[config.mk]
export PLATFORM = sky130hd
export DESIGN_NAME = mul_seq_responder
export DESIGN_NICKNAME = d
export VERILOG_FILES = /design/src/rtl/mul_pkg.sv /design/src/rtl/mul_add_shift_stage.sv /design/src/rtl/mul_seq_responder.sv
export SDC_FILE = /design/constraint.sdc
export NUM_CORES = 1
export LEC_CHECK = 0
export ABC_AREA = 1
export CORE_ASPECT_RATIO = 1.4
export CORE_UTILIZATION = 40
export CTS_BUF_LIST = sky130_fd_sc_hd__clkbuf_4 sky130_fd_sc_hd__clkbuf_8 sky130_fd_sc_hd__clkbuf_16
export DETAILED_ROUTE_END_ITERATION = 6
export MAX_ROUTING_LAYER = met4
export SLEW_MARGIN = 20
export SYNTH_ARGS = -nofsm -noshare
export SYNTH_HDL_FRONTEND = slang
export SYNTH_HIERARCHICAL = 1
export SYNTH_SLANG_ARGS = --single-unit
[constraint.sdc]
create_clock -name clk -period 2.1 [get_ports clk]
set_input_delay 0.63 -clock clk [delete_from_list [all_inputs] [get_ports clk]]
set_output_delay 0.63 -clock clk [all_outputs]
set_load 0.01 [all_outputs]
[src/rtl/mul_pkg.sv]
// Shared definitions for the multiply start/done handshake, used by this
// responder and by the ALU-side sequencer.
package mul_pkg;
  localparam int WORD_SIZE = 8;
  localparam int CNT_SIZE  = $clog2(WORD_SIZE);
  localparam int LAST_CNT  = WORD_SIZE - 1;

  typedef enum logic [1:0] {
    ST_IDLE = 2'b00,
    ST_RUN  = 2'b01,
    ST_DONE = 2'b10
  } mul_state_t;
endpackage

[src/rtl/mul_add_shift_stage.sv]
// One shift-add iteration: conditionally add the multiplicand into the high
// half, then shift {carry, acc_hi, acc_lo} right by one bit.
module mul_add_shift_stage #(
  parameter int word_size = 8
) (
  input  logic [word_size-1:0] acc_hi,
  input  logic [word_size-1:0] acc_lo,
  input  logic [word_size-1:0] mcand,
  output logic [word_size-1:0] acc_hi_nxt,
  output logic [word_size-1:0] acc_lo_nxt
);
  logic [word_size:0] sum;

  // The extra sum bit is the carry; it becomes the MSB after the shift.
  always_comb begin
    sum = {1'b0, acc_hi};
    if (acc_lo[0]) sum = {1'b0, acc_hi} + {1'b0, mcand};
    acc_hi_nxt = sum[word_size:1];
    acc_lo_nxt = {sum[0], acc_lo[word_size-1:1]};
  end
endmodule

[src/rtl/mul_seq_responder.sv]
// Sequential shift-add unsigned multiplier: accepts a start pulse, iterates
// one bit per clock, and returns the product with a one-cycle mul_done.
module mul_seq_responder
  import mul_pkg::*;
#(
  parameter int word_size = WORD_SIZE,
  parameter int cnt_size  = CNT_SIZE
) (
  input  logic                   clk,
  input  logic                   rst_n,
  input  logic                   start,
  input  logic [word_size-1:0]   multiplicand,
  input  logic [word_size-1:0]   multiplier,
  output logic [2*word_size-1:0] product,
  output logic                   mul_done,
  output logic                   busy
);
  localparam logic [cnt_size-1:0] LAST = cnt_size'(word_size - 1);

  mul_state_t           state;
  logic [cnt_size-1:0]  cnt;
  logic [word_size-1:0] mcand_r, acc_hi, acc_lo;
  logic [word_size-1:0] acc_hi_nxt, acc_lo_nxt;

  mul_add_shift_stage #(.word_size(word_size)) u_stage (
    .acc_hi     (acc_hi),
    .acc_lo     (acc_lo),
    .mcand      (mcand_r),
    .acc_hi_nxt (acc_hi_nxt),
    .acc_lo_nxt (acc_lo_nxt)
  );

  always_ff @(posedge clk or negedge rst_n) begin
    if (!rst_n) begin
      state    <= ST_IDLE;
      cnt      <= '0;
      mcand_r  <= '0;
      acc_hi   <= '0;
      acc_lo   <= '0;
      product  <= '0;
      mul_done <= 1'b0;
    end else begin
      case (state)
        ST_IDLE: begin
          mul_done <= 1'b0;
          if (start) begin
            mcand_r <= multiplicand;
            acc_hi  <= '0;
            acc_lo  <= multiplier;
            cnt     <= '0;
            state   <= ST_RUN;
          end
        end
        ST_RUN: begin
          acc_hi <= acc_hi_nxt;
          acc_lo <= acc_lo_nxt;
          cnt    <= cnt + 1'b1;
          // Fixed latency: no early exit, even for zero operands.
          if (cnt == LAST) begin
            product  <= {acc_hi_nxt, acc_lo_nxt};
            mul_done <= 1'b1;
            state    <= ST_DONE;
          end
        end
        ST_DONE: begin
          mul_done <= 1'b0;
          state    <= ST_IDLE;
        end
        default: begin
          mul_done <= 1'b0;
          state    <= ST_IDLE;
        end
      endcase
    end
  end

  assign busy = (state != ST_IDLE);
endmodule

# == Word-level counts from Yosys, hierarchy flattened ==
# Cells that the tools add are included.
# classes
add_sub_neg,2
n_eq_ne,4
n_mux,12
reduce_logical,7
# ops
cell,count
$pmux 8 s2,2
$mux 8,2
$add 8x8->9,1
$mux 9,1
$reduce_and 2->1,4
$pmux 3 s2,1
$mux 2,2
$ne 2x2->1 const B,2
$pmux 2 s2,1
$reduce_bool 2->1,2
$add 3x1->3 const B,1
$eq 3x3->1 const B,1
$mux 3,1
$eq 2x1->1 const B,1
$logic_not 2->1,1
$mux 1,2
# word_totals
regBits,46
inputBits,19
wordCells,32

# == Logic depth before layout (Yosys ltp) ==
# depth
depth_word,3
ltp_mapped,13
ltp_nobuf,13

# == Modules after synthesis ==
# The synthesis kept the hierarchy.
# by_module_without_submodules
mod,n_inst,cells_each,area_per_inst_um2,seq_area_each_um2
mul_seq_responder,1,213,1921.8,1151.1
mul_add_shift_stage,1,91,505.5,0.0

# == Worst setup path after synthesis ==
# Ideal clock, no wire load.
# synth_timing
kind,reg2reg
start,reg acc_hi[0]
end,reg acc_hi[7]
setup_time_ns,0.083
arrival_time_ns,1.586
t_required_ns,2.017
slack_ns,0.431
stages_incl_launch_ff,13
path_buffers,0
synth_period_minus_slack_ns,1.669
path_cell_list,dfrtp_1 ha_1 inv_1 fa_1 inv_1 nand2_1 nand2_1 nand3b_1 nand2_1 nand2_1 a21oi_1 inv_1 o21ai_0
# synth_between
elab_chain_cells,3
# synth_lines
item,line_no,source
"start, declared",mul_seq_responder.sv:22,"logic [word_size-1:0] mcand_r, acc_hi, acc_lo;"
"start signal, assigned",mul_seq_responder.sv:55,acc_hi <= acc_hi_nxt;
$add 8x8->9,mul_add_shift_stage.sv:17,"if (acc_lo[0]) sum = {1'b0, acc_hi} + {1'b0, mcand};"
$mux 9,mul_add_shift_stage.sv:17,
via acc_hi_nxt[7],mul_seq_responder.sv:23,"logic [word_size-1:0] acc_hi_nxt, acc_lo_nxt;"
$pmux 8 s2,mul_seq_responder.sv:43,case (state)
# The timed path passes the listed nets, and every way through them passes these cells.
# A chain may end at the register's enable or synchronous reset.

# == Worst setup path in the final report ==
# layout_timing
start,reg state[1]
end,out busy
# layout_between
elab_chain_cells,1
# layout_lines
item,line_no,source
"start, declared",mul_seq_responder.sv:20,mul_state_t state;
"start signal, assigned",mul_seq_responder.sv:35,state <= ST_IDLE;
"start signal, assigned",mul_seq_responder.sv:51,state <= ST_RUN;
"start signal, assigned",mul_seq_responder.sv:62,state <= ST_DONE;
$reduce_bool 2->1,mul_seq_responder.sv:77,assign busy = (state != ST_IDLE);
"end, declared",mul_seq_responder.sv:16,output logic busy
# No other way between the ends.

==> metrics.cfg <==
[synthesis]
ys_ff_latch = 46
synth_cell_type_count = 25
yosysWarnings = 6
synth_commonest_cells = 136 x nand2_1, 46 x dfrtp_1, 24 x nand3_1
postSynthCellCount = 304
yosysMostFrequentCell = nand2_1
async_flop_share_pct = 100
ys_seq_area_share_pct = 47.4
yosys.area.top_type = dfrtp_1
synth_top_cells_by_area = dfrtp_1 47%, nand2_1 21%, ha_1 5.2%
synth_edf_count = 0
syn_area_per_cell_um2 = 7.98
synth_flop_cell = dfrtp_1
synth_nets = 334
netlist.area_leader.share_pct = 47.4
netlist_area_um2 = 2430

[worst_setup_path]
endpoint_kind = primary output
reg2reg_slack_ns = 0.26
r2r_start = acc_hi[0]
cp.arrival_ns = 1.38
worstPathMaxFanout = 3
worstSetupPathType = register to primary output
startpoint_type = register
rr_worst_depth = 11
timing.rr.end = acc_hi[3]
cp.required_ns = 1.47

[min_path]
hold_path.class = input port to async pin

[clock_network]
cts_setup_buffers = 0
cts.sinks = 46
cts_buffer_depth = 2
cts_max_level = 2
root_buffer = clkbuf_8
cts_hold_buf = 0
cts_buffers = 5
cts_tree = built
insertion_delay_ns = 0.30
clk_pin_slew_ns = 0.09

[sta]
hold_viol = 0
drv_slew = 0
setup_viol = 0
worst_slack_ns = 0.0889
max_slew_margin_pct = 76.1
fin_setup_tns_ns = 0
finalClockSkew_ns = 0.0162
grt_setup_unrepaired = false
fmax_ghz = 0.497
worstMarginPinSlew_ns = 0.358
period_needed_ns = 2.01
finalCritPeriodShare_pct = 95.8

[place]
place_congestion = 0.820
numPortBuffers = 36
pre_cts_slack_ns = 0.267
dp.final_hpwl_um = 3720

[power_and_ir_drop]
clkPwrFrac_pct = 14.3
p_sw_share_pct = 41.3
p_leak_nw = 1.50
p_int_mw = 2.43
switching_power_mw = 1.72
p_comb_share_pct = 48.4
pwr-share-seq_pct = 37.3
p_per_area_nw_per_um2 = 1430
peakVddDrop_mv = 0.690

[floorplan]
die-area_um2 = 6390
io_pins = 37
fp-row-count = 33
die_w_um = 67.8
start_util_pct = 41.4
fp.dieH_um = 94.2
coreArea_um2 = 5860

[detailed_routing]
via_count = 1956
drt_wl_total_um = 5060
drt-met1-wl_um = 2110
drc_errors = 0
highest_layer = met4
initialDrtViolationCount = 81
wl_per_cell_um = 12.4
dr_wl_met3_um = 129
ant_nets = 0
viasPerCell = 4.79
wl_met2_um = 2760
first_pass_iters = 4

[job]
maxCapViolations = 0

[final_layout]
seqCellArea_um2 = 1150
drive_gt1_share_pct = 10.1
multi_input_area_um2 = 1060
area_growth_pct = 19.9
antennaDiodeCount = 0
nFillCells = 588
layout.nets = 367

[grt]
grt_start_max_net_pins = 47
grt_pass1_vias = 1838
grtUsageTotal_pct = 18.4
grt_pass1_wl_um = 8450
gr-total-overflow = 0
antenna_found_initial = 0

[status]
status = complete, no violations

-- state kept, by name, indices dropped and copies added (netlist names) --
name	cells
product	16
cnt	3
state	2
mul_done	1
acc_hi	8
acc_lo	8
mcand_r	8
-- worst max path at each step --
| stage | slack [ns] | end | startpoint |
|---|---|---|---|
| 2_1_floorplan | 0.43 | acc_hi[7] | acc_hi[0] |
| 3_3_place_gp | 0.32 | acc_hi[7] | acc_hi[0] |
| 3_5_place_dp | 0.27 | acc_hi[0] | start |
| 4_1_cts | 0.04 | busy | state[1] |
| 5_1_grt | 0.009 | busy | state[1] |
| 6_report | 0.09 | busy | state[1] |
-- per-layer routing --
metal  up-vias  global-route usage (%)
li1       1010                       -
met1       913                    20.5
met2        26                    32.5
met3         7                    3.64
met4         0                    5.21
met5         -                       -
-- timing repair --
item,CTS,global route
endpoints found under the hold margin,0,0
gates resized for setup,0,1
setup endpoints to repair,0,1
-- power groups by stage --
stage               clock (mW)  sequential, mW  combinational [mW]
floorplan                    0            1.54                1.42
global placement             0            1.57                2.00
detailed placement           0            1.57                2.03
CTS                      0.608            1.56                2.04
global route             0.648            1.60                2.29
finish                   0.593            1.55                2.01
-- per-stage QoR --
stage / power, mW / cell area (µm²) / std cells / hold WS (ns) / util, %
after global routing: 4.54 / 2910 / 408 / 0.295 / 49.6
after detailed placement: 3.61 / 2810 / 400 / 0.468 / 47.9
after floorplan: 2.96 / 2430 / 304 / 0.334 / -
final: 4.15 / 2910 / 408 / 0.287 / 49.6
after CTS: 4.20 / 2910 / 408 / 0.301 / 49.6
after global placement: 3.57 / 2810 / 400 / 0.461 / 47.9
-- placed cells by master, fill, tap and decap left out, drive strengths merged --
master | netlist | layout
nand3 | 24 | 24
nor2 | 10 | 10
and2 | 1 | 1
ha | 10 | 10
or2 | 2 | 2
nand2 | 140 | 140
a21oi | 4 | 4
nand3b | 2 | 2
o21ai | 24 | 24
buf | 13 | 6
fa | 1 | 1
clkinv | 1 | 1
inv | 24 | 25
clkdlybuf4s50 | 0 | 35
clkbuf | 2 | 7
dfrtp | 46 | 46
-- worst max-delay path, cell delays in order, from the launching register on --
cell and delay (ns):
dfrtp_2 0.46, nor2_2 0.11, inv_1 0.05, clkdlybuf4s50_1 0.47
-- cell type report --
type / instances / area share (%)
timing repair buffer: 41 / 14.4
multi-input combinational: 218 / 36.4
clock buffer: 7 / 3.10
tap: 70 / 3.01
inverter: 25 / 3.22
sequential: 46 / 39.6
clock inverter: 1 / 0.301
-- logic make-up (layout without fill, tap and decap cells) --
group                      after synthesis  after routing  synth area share [%]
buffers and inverters                   40             74                  8.92
DFF                                     46             46                  47.4
AOI/OAI and AO/OA                       28             28                  7.01
adders and majority gates               11             11                  5.98
and+or+nand+nor                        179            179                  30.7
Power figures use the tool's default switching activity.
